**src/rtl/fp_add_seq_if.sv**
```systemverilog
// Handshake and data bundle for the sequential single-precision adder.
// The master launches operands; the slave returns the registered sum.
interface fp_add_seq_if;
  logic        start;
  logic [31:0] a;
  logic [31:0] b;
  logic [31:0] result;
  logic        done;
  logic        busy;

  modport master (output start, output a, output b,
                  input  result, input done, input busy);
  modport slave  (input  start, input a, input b,
                  output result, output done, output busy);
endinterface

```
**src/rtl/fp_add_seq.sv**
```systemverilog
// Multi-cycle IEEE-754 single-precision adder with truncating rounding and
// denormal flush; one operation in flight, fixed latency from start to done.
//
// state  | meaning
// IDLE   | waiting for start, operands captured on start
// UNPACK | split fields, flush denormals, resolve NaN/Inf/zero operands
// ALIGN  | order by magnitude, shift smaller mantissa right
// ADD    | add or subtract aligned mantissas
// NORM   | single-cycle normalise (carry right-shift or leading-zero left-shift)
// PACK   | assemble result; done pulses in the following cycle
module fp_add_seq (
  input  logic         clk,
  input  logic         rst,
  fp_add_seq_if.slave  bus
);

  typedef enum logic [2:0] {
    ST_IDLE   = 3'd0,
    ST_UNPACK = 3'd1,
    ST_ALIGN  = 3'd2,
    ST_ADD    = 3'd3,
    ST_NORM   = 3'd4,
    ST_PACK   = 3'd5
  } state_t;

  state_t r_state, w_next;

  logic [31:0]        r_a, r_b;
  logic               r_sa, r_sb;
  logic [7:0]         r_ea, r_eb;
  logic [23:0]        r_ma, r_mb;
  logic               r_spec;
  logic [31:0]        r_spec_val;
  logic               r_sl, r_sub;
  logic [7:0]         r_el;
  logic [23:0]        r_ml, r_ms;
  logic [24:0]        r_sum;
  logic signed [9:0]  r_exp_n;
  logic [22:0]        r_frac_n;
  logic               r_zero;
  logic [31:0]        r_result;
  logic               r_done;

  logic               w_a_zero, w_b_zero, w_a_inf, w_b_inf, w_a_nan, w_b_nan;
  logic               w_spec;
  logic [31:0]        w_spec_val;
  logic               w_a_ge;
  logic [7:0]         w_el, w_es, w_diff;
  logic [23:0]        w_ml, w_ms, w_ms_sh;
  logic               w_sl;
  logic [24:0]        w_sum;
  logic [4:0]         w_lzc;
  logic signed [9:0]  w_norm_exp;
  logic [22:0]        w_norm_frac;
  logic [31:0]        w_pack;

  always_ff @(posedge clk or posedge rst) begin
    if (rst) r_state <= ST_IDLE;
    else     r_state <= w_next;
  end

  always_comb begin
    w_next = r_state;
    case (r_state)
      ST_IDLE:   if (bus.start) w_next = ST_UNPACK;
      ST_UNPACK: w_next = ST_ALIGN;
      ST_ALIGN:  w_next = ST_ADD;
      ST_ADD:    w_next = ST_NORM;
      ST_NORM:   w_next = ST_PACK;
      ST_PACK:   w_next = ST_IDLE;
      default:   w_next = ST_IDLE;
    endcase
  end

  assign w_a_zero = (r_a[30:23] == 8'h00);
  assign w_b_zero = (r_b[30:23] == 8'h00);
  assign w_a_inf  = (r_a[30:23] == 8'hFF) && (r_a[22:0] == 23'd0);
  assign w_b_inf  = (r_b[30:23] == 8'hFF) && (r_b[22:0] == 23'd0);
  assign w_a_nan  = (r_a[30:23] == 8'hFF) && (r_a[22:0] != 23'd0);
  assign w_b_nan  = (r_b[30:23] == 8'hFF) && (r_b[22:0] != 23'd0);

  // Operands that never need the mantissa datapath resolve here and bypass it.
  always_comb begin
    w_spec     = 1'b1;
    w_spec_val = 32'h0000_0000;
    if (w_a_nan || w_b_nan)           w_spec_val = 32'h7FC0_0000;
    else if (w_a_inf && w_b_inf)      w_spec_val = (r_a[31] != r_b[31]) ? 32'h7FC0_0000 : r_a;
    else if (w_a_inf)                 w_spec_val = r_a;
    else if (w_b_inf)                 w_spec_val = r_b;
    else if (w_a_zero && w_b_zero)    w_spec_val = {r_a[31] & r_b[31], 31'd0};
    else if (w_a_zero)                w_spec_val = r_b;
    else if (w_b_zero)                w_spec_val = r_a;
    else                              w_spec     = 1'b0;
  end

  assign w_a_ge  = {r_ea, r_ma} >= {r_eb, r_mb};
  assign w_sl    = w_a_ge ? r_sa : r_sb;
  assign w_el    = w_a_ge ? r_ea : r_eb;
  assign w_es    = w_a_ge ? r_eb : r_ea;
  assign w_ml    = w_a_ge ? r_ma : r_mb;
  assign w_ms    = w_a_ge ? r_mb : r_ma;
  assign w_diff  = w_el - w_es;
  assign w_ms_sh = (w_diff > 8'd25) ? 24'd0 : (w_ms >> w_diff);

  assign w_sum = r_sub ? ({1'b0, r_ml} - {1'b0, r_ms}) : ({1'b0, r_ml} + {1'b0, r_ms});

  // Highest set bit wins because the loop runs upward.
  always_comb begin
    w_lzc = 5'd0;
    for (int i = 0; i < 24; i++) begin
      if (r_sum[i]) w_lzc = 5'(23 - i);
    end
  end

  always_comb begin
    if (r_sum[24]) begin
      w_norm_exp  = $signed({2'b00, r_el}) + 10'sd1;
      w_norm_frac = r_sum[23:1];
    end else begin
      w_norm_exp  = $signed({2'b00, r_el}) - $signed({5'b00000, w_lzc});
      w_norm_frac = r_sum[22:0] << w_lzc;
    end
  end

  always_comb begin
    if (r_spec)                      w_pack = r_spec_val;
    else if (r_zero)                 w_pack = 32'h0000_0000;
    else if (r_exp_n >= 10'sd255)    w_pack = {r_sl, 8'hFF, 23'd0};
    else if (r_exp_n <= 10'sd0)      w_pack = {r_sl, 31'd0};
    else                             w_pack = {r_sl, r_exp_n[7:0], r_frac_n};
  end

  always_ff @(posedge clk or posedge rst) begin
    if (rst) begin
      r_a        <= '0;
      r_b        <= '0;
      r_sa       <= 1'b0;
      r_sb       <= 1'b0;
      r_ea       <= '0;
      r_eb       <= '0;
      r_ma       <= '0;
      r_mb       <= '0;
      r_spec     <= 1'b0;
      r_spec_val <= '0;
      r_sl       <= 1'b0;
      r_sub      <= 1'b0;
      r_el       <= '0;
      r_ml       <= '0;
      r_ms       <= '0;
      r_sum      <= '0;
      r_exp_n    <= '0;
      r_frac_n   <= '0;
      r_zero     <= 1'b0;
      r_result   <= '0;
      r_done     <= 1'b0;
    end else begin
      r_done <= (r_state == ST_PACK);
      case (r_state)
        ST_IDLE: begin
          if (bus.start) begin
            r_a <= bus.a;
            r_b <= bus.b;
          end
        end
        ST_UNPACK: begin
          r_sa       <= r_a[31];
          r_sb       <= r_b[31];
          r_ea       <= r_a[30:23];
          r_eb       <= r_b[30:23];
          r_ma       <= w_a_zero ? 24'd0 : {1'b1, r_a[22:0]};
          r_mb       <= w_b_zero ? 24'd0 : {1'b1, r_b[22:0]};
          r_spec     <= w_spec;
          r_spec_val <= w_spec_val;
        end
        ST_ALIGN: begin
          r_sl  <= w_sl;
          r_sub <= r_sa ^ r_sb;
          r_el  <= w_el;
          r_ml  <= w_ml;
          r_ms  <= w_ms_sh;
        end
        ST_ADD: begin
          r_sum <= w_sum;
        end
        ST_NORM: begin
          r_exp_n  <= w_norm_exp;
          r_frac_n <= w_norm_frac;
          r_zero   <= (r_sum == 25'd0);
        end
        ST_PACK: begin
          r_result <= w_pack;
        end
        default: ;
      endcase
    end
  end

  assign bus.result = r_result;
  assign bus.done   = r_done;
  assign bus.busy   = (r_state != ST_IDLE);

endmodule

```
**src/flat_wrapper.sv**
```systemverilog
// flat-port wrapper written by rule: the top's interface ports become plain ports
module fp_add_seq_flat 
  (clk, rst, bus_start, bus_a, bus_b, bus_result, bus_done, bus_busy);
  fp_add_seq_if bus_i ();
  input  logic clk;
  input  logic rst;
  input wire logic [$bits(bus_i.start)-1:0] bus_start;
  input wire logic [$bits(bus_i.a)-1:0] bus_a;
  input wire logic [$bits(bus_i.b)-1:0] bus_b;
  output wire logic [$bits(bus_i.result)-1:0] bus_result;
  output wire logic [$bits(bus_i.done)-1:0] bus_done;
  output wire logic [$bits(bus_i.busy)-1:0] bus_busy;
  assign bus_i.start = bus_start;
  assign bus_i.a = bus_a;
  assign bus_i.b = bus_b;
  assign bus_result = bus_i.result;
  assign bus_done = bus_i.done;
  assign bus_busy = bus_i.busy;
  fp_add_seq u_core (.clk(clk), .rst(rst), .bus(bus_i));
endmodule
```
**config.mk**
```make
export PLATFORM = sky130hd
export DESIGN_NAME = fp_add_seq_flat
export DESIGN_NICKNAME = d
export VERILOG_FILES = /design/src/rtl/fp_add_seq_if.sv /design/src/rtl/fp_add_seq.sv /design/src/flat_wrapper.sv
export SDC_FILE = /design/constraint.sdc
export NUM_CORES = 1
export LEC_CHECK = 0
export BUFFER_PORTS_ARGS = -buffer_cell sky130_fd_sc_hd__buf_2
export CAP_MARGIN = 20
export CORE_MARGIN = 2
export CORE_UTILIZATION = 50
export CTS_CLUSTER_SIZE = 16
export DETAILED_ROUTE_END_ITERATION = 10
export PLACE_DENSITY = 0.67
export SLEW_MARGIN = 10
export SYNTH_ARGS = -nofsm -noshare
export SYNTH_HDL_FRONTEND = slang
export SYNTH_SLANG_ARGS = --single-unit
export TNS_END_PERCENT = 20
```
**constraint.sdc**
```tcl
create_clock -name clk -period 11.3 [get_ports clk]
set_input_delay 0.565 -clock clk [delete_from_list [all_inputs] [get_ports clk]]
set_output_delay 0.565 -clock clk [all_outputs]
set_load 0.005 [all_outputs]
```
==> metrics.txt, run 1 <==
outcome completed; first-pass GRT wire length 86200 um; grt ovf 0; crit path time final 5.38 ns; WL final 54800 um; CTS tree yes; slowest stage delay, CP 0.81 ns; area delta synth->final 11.0%; f_max 186 MHz; fillers 3408; startpoint types register; Initial Util 50.4%; latest clock arrival within the worst-skew pair 0.53 ns; YS warnings 0; Starting DRT DRC Count 1488; vias in the first global route 15100; drc violations 0; I/O Buffers 100; Synth area leaders dfrtp_1 (42%), nand2_1 (5.6%), mux2i_1 (4.9%); DR vias/cell 6.09; Post-DP HPWL 40600 um; Post-synth EDFFs 0; Synth Flop Type dfrtp_1; ant diodes 0; register bit count reported by yosys 316; Post-CTS Setup Bufs 0; die width 198 um; top post-synthesis cells by count dfrtp_1 (316), nand2_1 (282), nor2_1 (195), o21ai_0 (169), a21oi_1 (112); endpoint class of the critical path register; TritonCTS Buffers 36; Final nets 2204; Slew Viols, Final 0; initial antenna violation count 5; ys async rst share 100%; CP required 11.75 ns; worst hold path type input port to async pin; io pins 101; RSZ-0062 raised after global routing no; CTS Hold Bufs 0; number of iterations in the first detailed-routing pass 6; area share of the largest cell type after synthesis 41.8%; share of post-route cells with drive strength above 1 15.5%; Cell Area, Synth 18900 um2; Hold Vio Cnt, Final 0; crit path max fanout 34; crit path max-delay cell type xor2_4; Cells after Synth 2034; Final Util 56.0%; Slew headroom 22.7%; CTS clock-pin slew for the worst setup and hold paths 0.06 ns; Core Footprint 37500 um2; crit path DAT 5.83 ns; WS Path Type register to register; Seq/Total Area, Yosys 41.8%; Vias 15900; Mean Syn Cell Area 9.29 um2; Root Buffer clkbuf_16; Slew @ Worst Pin 1.16 ns; Final Skew 0.0158 ns; H-Tree Depth 2; DR WL/cell 21.0 um; Yosys cell types 84; post-route ant nets 0; post-synth top area cell dfrtp_1; GP Congestion 0.951; Tcrit/Tclk final 47.6%; largest net degree at the start of global routing 101; CTS Sinks 316; Setup TNS Final 0 ns; GRT Total Usage 28.3%; CP Cell Sequence inv_1, ha_1, buf_4, nand3_1, nor3_1, a21oi_1, nand2_2, a31oi_4, buf_4, o22a_1, ha_1, a211o_1, or3_4, xor2_4, mux4_2, or2_1, nor2_1, a32oi_1, o21ai_1; Max Cap Violations 0; Setup violations, final 0; cell row count 71; die height 198 um; most frequent cell after synthesis dfrtp_1; CTS resizes 0; Net Count, Synth 2168; Clock Tree Buf Depth 3; Die ar. 39400 um2
==> layout make-up <==
type	count	area [um2]	share of cell area, %
timing repair buffer	128	738	3.52
inverter	79	304	1.45
sequential	316	7910	37.7
clock buffer	53	1060	5.07
tap	511	639	3.05
multi-input combinational	1509	10200	48.6
clock inverter	11	136	0.650
==> placed cells by master, fill, tap and decap left out, drive strengths merged, types with 36 or more instances in the layout <==
| master | n |
|---|---|
| xnor2 | 41 |
| o22ai | 36 |
| mux2i | 93 |
| clkbuf | 53 |
| a221oi | 39 |
| inv | 80 |
| o21ai | 176 |
| ha | 65 |
| nor2 | 195 |
| mux2 | 75 |
| nand2 | 283 |
| dfrtp | 316 |
| a21oi | 113 |
| buf | 128 |
==> final timing paths <==
path | slack [ns] | endpoint | cells after the start | start
min in group clk | 0.26 | u_core.r_b[3] | 2 | bus_b[3]
max | 5.92 | u_core.r_ms[1] | 19 | u_core.r_eb[0]
min | 0.12 | u_core.r_ml[14] | 2 | rst
max in group asynchronous | 8.85 | u_core.r_spec_val[22] | 4 | rst
max reg2reg | 5.92 | u_core.r_ms[1] | 19 | u_core.r_eb[0]
min reg2reg | 0.48 | u_core.r_spec_val[1] | 2 | u_core.r_spec_val[1]
==> routing by layer <==
| metal | up-vias | routed length [um] | global-route usage, % |
|---|---|---|---|
| li1 | 7428 | - | - |
| met1 | 7757 | 24000 | 39.9 |
| met2 | 563 | 25100 | 44.0 |
| met3 | 124 | 3480 | 4.58 |
| met4 | 0 | 2190 | 10.9 |
| met5 | - | 0 | 0 |
==> worst max-delay path, delay by kind of cell (launching register included) <==
family / cells / cell delay, ns
AND/OR/NAND/NOR: 6 / 1.40
AO/OA/AOI/OAI: 6 / 0.94
XOR/XNOR: 1 / 0.81
buffers and inverters: 3 / 0.66
multiplexers: 1 / 0.62
adder cells (fa/ha/maj): 2 / 0.45
flip-flops: 1 / 0.42
==> registers in the layout, summed over array words and instances, names as in the netlist, 3 cells and up <==
name / flops
u_core.bus.result: 32
u_core.r_exp_n: 10
u_core.r_sum: 25
u_core.r_ml: 24
u_core.r_el: 8
u_core.r_ms: 24
u_core.r_spec_val: 32
u_core.r_a: 32
u_core.r_mb: 24
u_core.r_b: 32
u_core.r_frac_n: 23
u_core.r_ma: 24
u_core.r_eb: 8
u_core.r_ea: 8
u_core.r_state: 3
==> through the flow <==
stage | std cells | setup slack, ns | instance area, um2 | hold WS (ns)
after CTS | 2605 | 5.94 | 20900 | 0.172
after floorplan | 2034 | 1.99 | 18900 | 0.444
after global routing | 2607 | 5.61 | 21000 | 0.201
after global placement | 2541 | 6.10 | 19700 | 0.462
final | 2607 | 5.92 | 21000 | 0.125
after detailed placement | 2541 | 5.98 | 19700 | 0.470
==> cells by family (layout without fill, tap and decap cells) <==
logic type               after synthesis  in the layout  share of synthesized area, %
XOR/XNOR                              57             57                          2.74
buffers and inverters                209            271                          4.52
AO/OA/AOI/OAI                        531            531                          18.1
AND/OR/NAND/NOR                      658            658                          15.6
multiplexers                         196            196                          12.7
adder cells (fa/ha/maj)               67             67                          4.51
flip-flops                           316            316                          41.8
Power of run 1 is left out: the tool's default activity adds up to more than one toggle a clock period on the data nets, which glitch-free logic cannot reach.
==> inputs of run 2 (changes only) <==
PLACE_DENSITY = 0.7   (was 0.67)
clock period = 4.5 ns   (was 11.3 ns; I/O delays follow)
==> metrics.txt, run 2 (synthesis gave the netlist of run 1 again) <==
Initial Util 50.4%; io pins 101; WL final 58400 um; post-route ant nets 0; crit path max fanout 7; first-pass GRT wire length 90400 um; TritonCTS Buffers 35; number of iterations in the first detailed-routing pass 5; Starting DRT DRC Count 1251; die height 198 um; Tcrit/Tclk final 97.5%; I/O Buffers 100; drc violations 0; Die ar. 39400 um2; DR WL/cell 21.5 um; Core Footprint 37500 um2; most frequent cells in the layout dfrtp_1 (315), nand2_1 (282), nor2_1 (193), o21ai_0 (166), a21oi_1 (109); Vias 16500; DR vias/cell 6.07; startpoint types register; WS Path Type register to register; Final nets 2312; Hold Vio Cnt, Final 0; H-Tree Depth 2; outcome completed; worst hold path type input port to register; multi-input logic area 10300 um2; area delta synth->final 17.1%; f_max 228 MHz; crit path time final 4.39 ns; CP required 4.95 ns; Max Cap Violations 0; cell row count 71; grt ovf 0; Root Buffer clkbuf_16; largest net degree at the start of global routing 180; GP Congestion 0.970; GRT Total Usage 29.7%; vias in the first global route 16000; Clock Tree Buf Depth 3; Setup violations, final 0; Sequential cell area 7910 um2; Final Skew 0.0206 ns; Slew headroom 28.3%; Post-DP HPWL 41500 um; share of post-route cells with drive strength above 1 17.6%; Placed Cells 2575; Slew Viols, Final 0; CTS tree yes; die width 198 um; endpoint class of the critical path register; post-route insts no fill 2718; initial antenna violation count 7; Slew @ Worst Pin 1.08 ns; commonest non-fill, non-tap cell in the layout dfrtp_1; crit path DAT 4.84 ns; latest clock arrival within the worst-skew pair 0.54 ns; Setup TNS Final 0 ns; CTS Sinks 316; CTS clock-pin slew for the worst setup and hold paths 0.06 ns; fillers 3206
[run 2: changes by cell type in the layout (fill, tap and decap cells not counted), sizes merged]
cell / change
buf: +44
inv: -2
diode: +3
clkbuf: -6
bufinv: +3
dlygate4sd3: +65
clkinv: +2
clkinvlp: +2
[run 2: path summary, 6_finish.rpt]
path                                      to            from  depth (start not counted)  slack, ns
hold reg to reg               u_core.r_ml[5]  u_core.r_ml[5]                          2       0.49
setup / recovery              u_core.r_ms[1]  u_core.r_mb[0]                         18       0.11
setup reg to reg              u_core.r_ms[1]  u_core.r_mb[0]                         18       0.11
max in group asynchronous    u_core.r_mb[18]             rst                          5       2.96
min in group asynchronous   u_core.r_sum[21]             rst                          3       0.18
hold / removal             u_core.r_state[0]       bus_start                          3       0.01
[run 2: layer usage]
metal | up-vias | global-route usage [%] | part of all wire (%)
met5 | - | 0 | 0.022
met3 | 149 | 4.78 | 6.3
met4 | 2 | 12.0 | 4.1
met2 | 627 | 48.3 | 48
li1 | 7637 | - | -
met1 | 8082 | 40.0 | 42
[run 2: area by class of cell]
class,instances,share of cell area (%)
Clock inverter,16,1.03
Clock buffer,47,4.57
Tap cell,511,2.89
Sequential cell,316,35.7
Antenna cell,3,0.0339
Multi-Input combinational cell,1509,46.5
Inverter,79,1.36
Timing Repair Buffer,237,7.95
[run 2: per-stage QoR]
step | utilization [%] | hold WS, ns | area, um2 | worst slack (ns)
finish | 59.1 | 0.00988 | 22100 | 0.112
detailed placement | 53.4 | 0.191 | 20000 | 0.0530
global placement | 53.4 | 0.180 | 20000 | 0.140
CTS | 58.5 | 0.00198 | 21900 | 0.0299
floorplan | - | 0.365 | 18900 | -0.541
global route | 59.0 | 0.0364 | 22100 | -0.0296
[run 2: what timing repair did]
action | 4_1_cts | 5_1_grt
endpoints found under the setup margin | 0 | 24
buffers inserted | 0 | 11
hold buffers | 65 | 0
hold endpoints to repair | 70 | 0
resized for setup | 0 | 31
[run 2: worst max-delay path, cell delays in order (launching register included)]
cell and delay (ns):
dfrtp_1 0.41, ha_1 0.31, nand2b_4 0.14, a2111o_1 0.39, a31oi_4 0.19, o211ai_4 0.11, a31oi_4 0.18, nand2_1 0.07
o22a_1 0.18, ha_2 0.16, a211o_1 0.26, or3_4 0.37, xor2_4 0.33, buf_6 0.15, mux4_2 0.50, or2_1 0.24
nor2_1 0.09, a32oi_1 0.10, o21ai_1 0.12
Power of run 2 is left out for the same reason.
==> inputs of run 3 (changes only) <==
ABC_AREA = 1   (was unset)
CTS_CLUSTER_DIAMETER = 120   (was unset)
==> metrics.txt, run 3 <==
Initial Util 50.5%; Hold Vio Cnt, Final 0; Post-CTS Setup Bufs 0; Sequential cell area 7910 um2; Final Cell Area 21200 um2; ys async rst share 100%; crit path DAT 4.52 ns; Die ar. 39300 um2; Seq/Total Area, Yosys 41.9%; Final Skew 0.0171 ns; CP startpoint u_core.r_mb[7]; Setup TNS Final 0 ns; Max Cap Violations 0; post-synth top area cell dfrtp_1; Final nets 2760; die width 198 um; endpoint class of the critical path register; crit path max fanout 17; Critical R2R Launch u_core.r_mb[7]; Cell Area, Synth 18900 um2; Yosys cell types 57; I/O Buffers 100; Slew headroom 31.7%; vias in the first global route 17400; DR vias/cell 5.86; Place WS 0.412 ns; YS warnings 0; register bit count reported by yosys 316; R2R setup slack 0.46 ns; startpoint types register; post-route ant nets 0; Cells after Synth 2519; die height 198 um; Placed Cells 3046; ant diodes 0; most frequent cell after synthesis nand2_1; Clock Tree Buf Depth 3; most frequent cells in the layout nand2_1 (541), dfrtp_1 (315), inv_1 (274), nand3_1 (240), a21oi_1 (196); Vias 18400; Synth area leaders dfrtp_1 (42%), nand2_1 (11%), nand3_1 (6.4%); fillers 3543; area share of the largest cell type after synthesis 41.9%; Setup WS post-layout 0.458 ns; multi-input logic area 9400 um2; Mean Syn Cell Area 7.49 um2; latest clock arrival within the worst-skew pair 0.56 ns; share of post-route cells with drive strength above 1 8.64%; first-pass GRT wire length 99300 um; Synth Flop Type dfrtp_1; RSZ-0062 raised after global routing no; area delta synth->final 12.2%; Starting DRT DRC Count 1766; Slew @ Worst Pin 1.02 ns; Setup violations, final 0; Slew Viols, Final 0; initial antenna violation count 0; drc violations 0; Root Buffer clkbuf_16; number of iterations in the first detailed-routing pass 7; Core Footprint 37400 um2; WS Path Type register to register; Post-DP Area 19900 um2; crit path time final 4.04 ns; worst hold path type input port to register; post-route insts no fill 3137; hold_sp bus_a[6]; largest net degree at the start of global routing 133; CTS clock-pin slew for the worst setup and hold paths 0.08 ns; f_max 247 MHz; CP required 4.98 ns; grt ovf 0; Post-DP HPWL 46600 um; CTS Sinks 316; cell row count 71; H-Tree Depth 1; io pins 101; Post-synth EDFFs 0; commonest non-fill, non-tap cell in the layout nand2_1; Tcrit/Tclk final 89.8%; WL final 63400 um; GP Congestion 1.01; outcome completed; TritonCTS Buffers 23; DR WL/cell 20.2 um; top post-synthesis cells by count nand2_1 (541), dfrtp_1 (316), inv_1 (275), nand3_1 (241), a21oi_1 (196); Net Count, Synth 2653; GRT Total Usage 32.5%; CTS tree yes
## run 3: cell count changes in the layout (fill, tap and decap cells not counted), sizes merged, moves of 29 or more
cell / change
mux2: -75
o21ai: +40
mux2i: -93
a21oi: +85
nand2: +269
buf: -32
a221oi: -29
nand4: +31
nand3: +218
inv: +208
xnor2: -29
## run 3: cell type report
| class | count | area share, % |
|---|---|---|
| Clock buffer | 23 | 2.72 |
| Sequential cell | 316 | 37.4 |
| Tap cell | 511 | 3.02 |
| Clock inverter | 2 | 0.236 |
| Inverter | 290 | 5.18 |
| Timing Repair Buffer | 205 | 7.07 |
| Multi-Input combinational cell | 1790 | 44.4 |
## run 3: metal layers
layer	routed length (um)	vias to the layer above	global-route usage (%)
met3	3960	148	3.63
met5	0	-	0
li1	-	8678	-
met4	2640	0	12.3
met2	29500	720	52.9
met1	27300	8828	44.9
## run 3: critical path, cell delays in order, from the launching register on
cell and delay, ns:
dfrtp_1 0.38, inv_1 0.08, ha_1 0.31, nand2_1 0.09
inv_1 0.04, nand2_1 0.06, nand2_1 0.05, nor2_1 0.09
nand2_1 0.15, nand2_1 0.09, nand2_1 0.13, nand2_4 0.15
nand2_2 0.12, buf_4 0.22, nand3_2 0.08, nand2_2 0.06
nand2_1 0.05, nand2_1 0.07, a21oi_1 0.24, nand2_1 0.10
nand2_2 0.26, nand3_2 0.18, nor3_4 0.41, nand2_4 0.18
inv_6 0.13, nand2_1 0.08, o21ai_1 0.14
## run 3: worst paths after layout
| kind | cells past startpoint | endpoint |
|---|---|---|
| setup / recovery | 26 | u_core.r_ms[8] |
| max in group asynchronous | 4 | u_core.r_sub |
| hold reg to reg | 2 | u_core.bus.result[31] |
| hold / removal | 3 | u_core.r_a[6] |
| min in group asynchronous | 3 | u_core.r_ml[16] |
| setup reg to reg | 26 | u_core.r_ms[8] |
## run 3: cell families after synthesis
logic type                 Yosys count  share of synthesized area (%)
DFF                                316                           41.9
adders and majority gates           67                           4.52
xor gates and xnor gates            39                           1.81
buffers and inverters              413                           8.53
and+or+nand+nor                   1091                           25.2
AOI/OAI and AO/OA                  593                           18.1
## run 3: timing repair
item                       4_1_cts  5_1_grt
resized for setup                0        4
hold endpoints to repair        91        0
hold buffers                    65        0
setup endpoints to repair        0        4
## run 3: stage by stage
stage          utilization (%)  hold WS [ns]
2_1_floorplan                -         0.362
3_3_place_gp              53.1         0.386
3_5_place_dp              53.1         0.389
4_1_cts                   56.5        0.0118
5_1_grt                   56.6        0.0185
6_report                  56.6        0.0312
Power of run 3 is left out for the same reason.
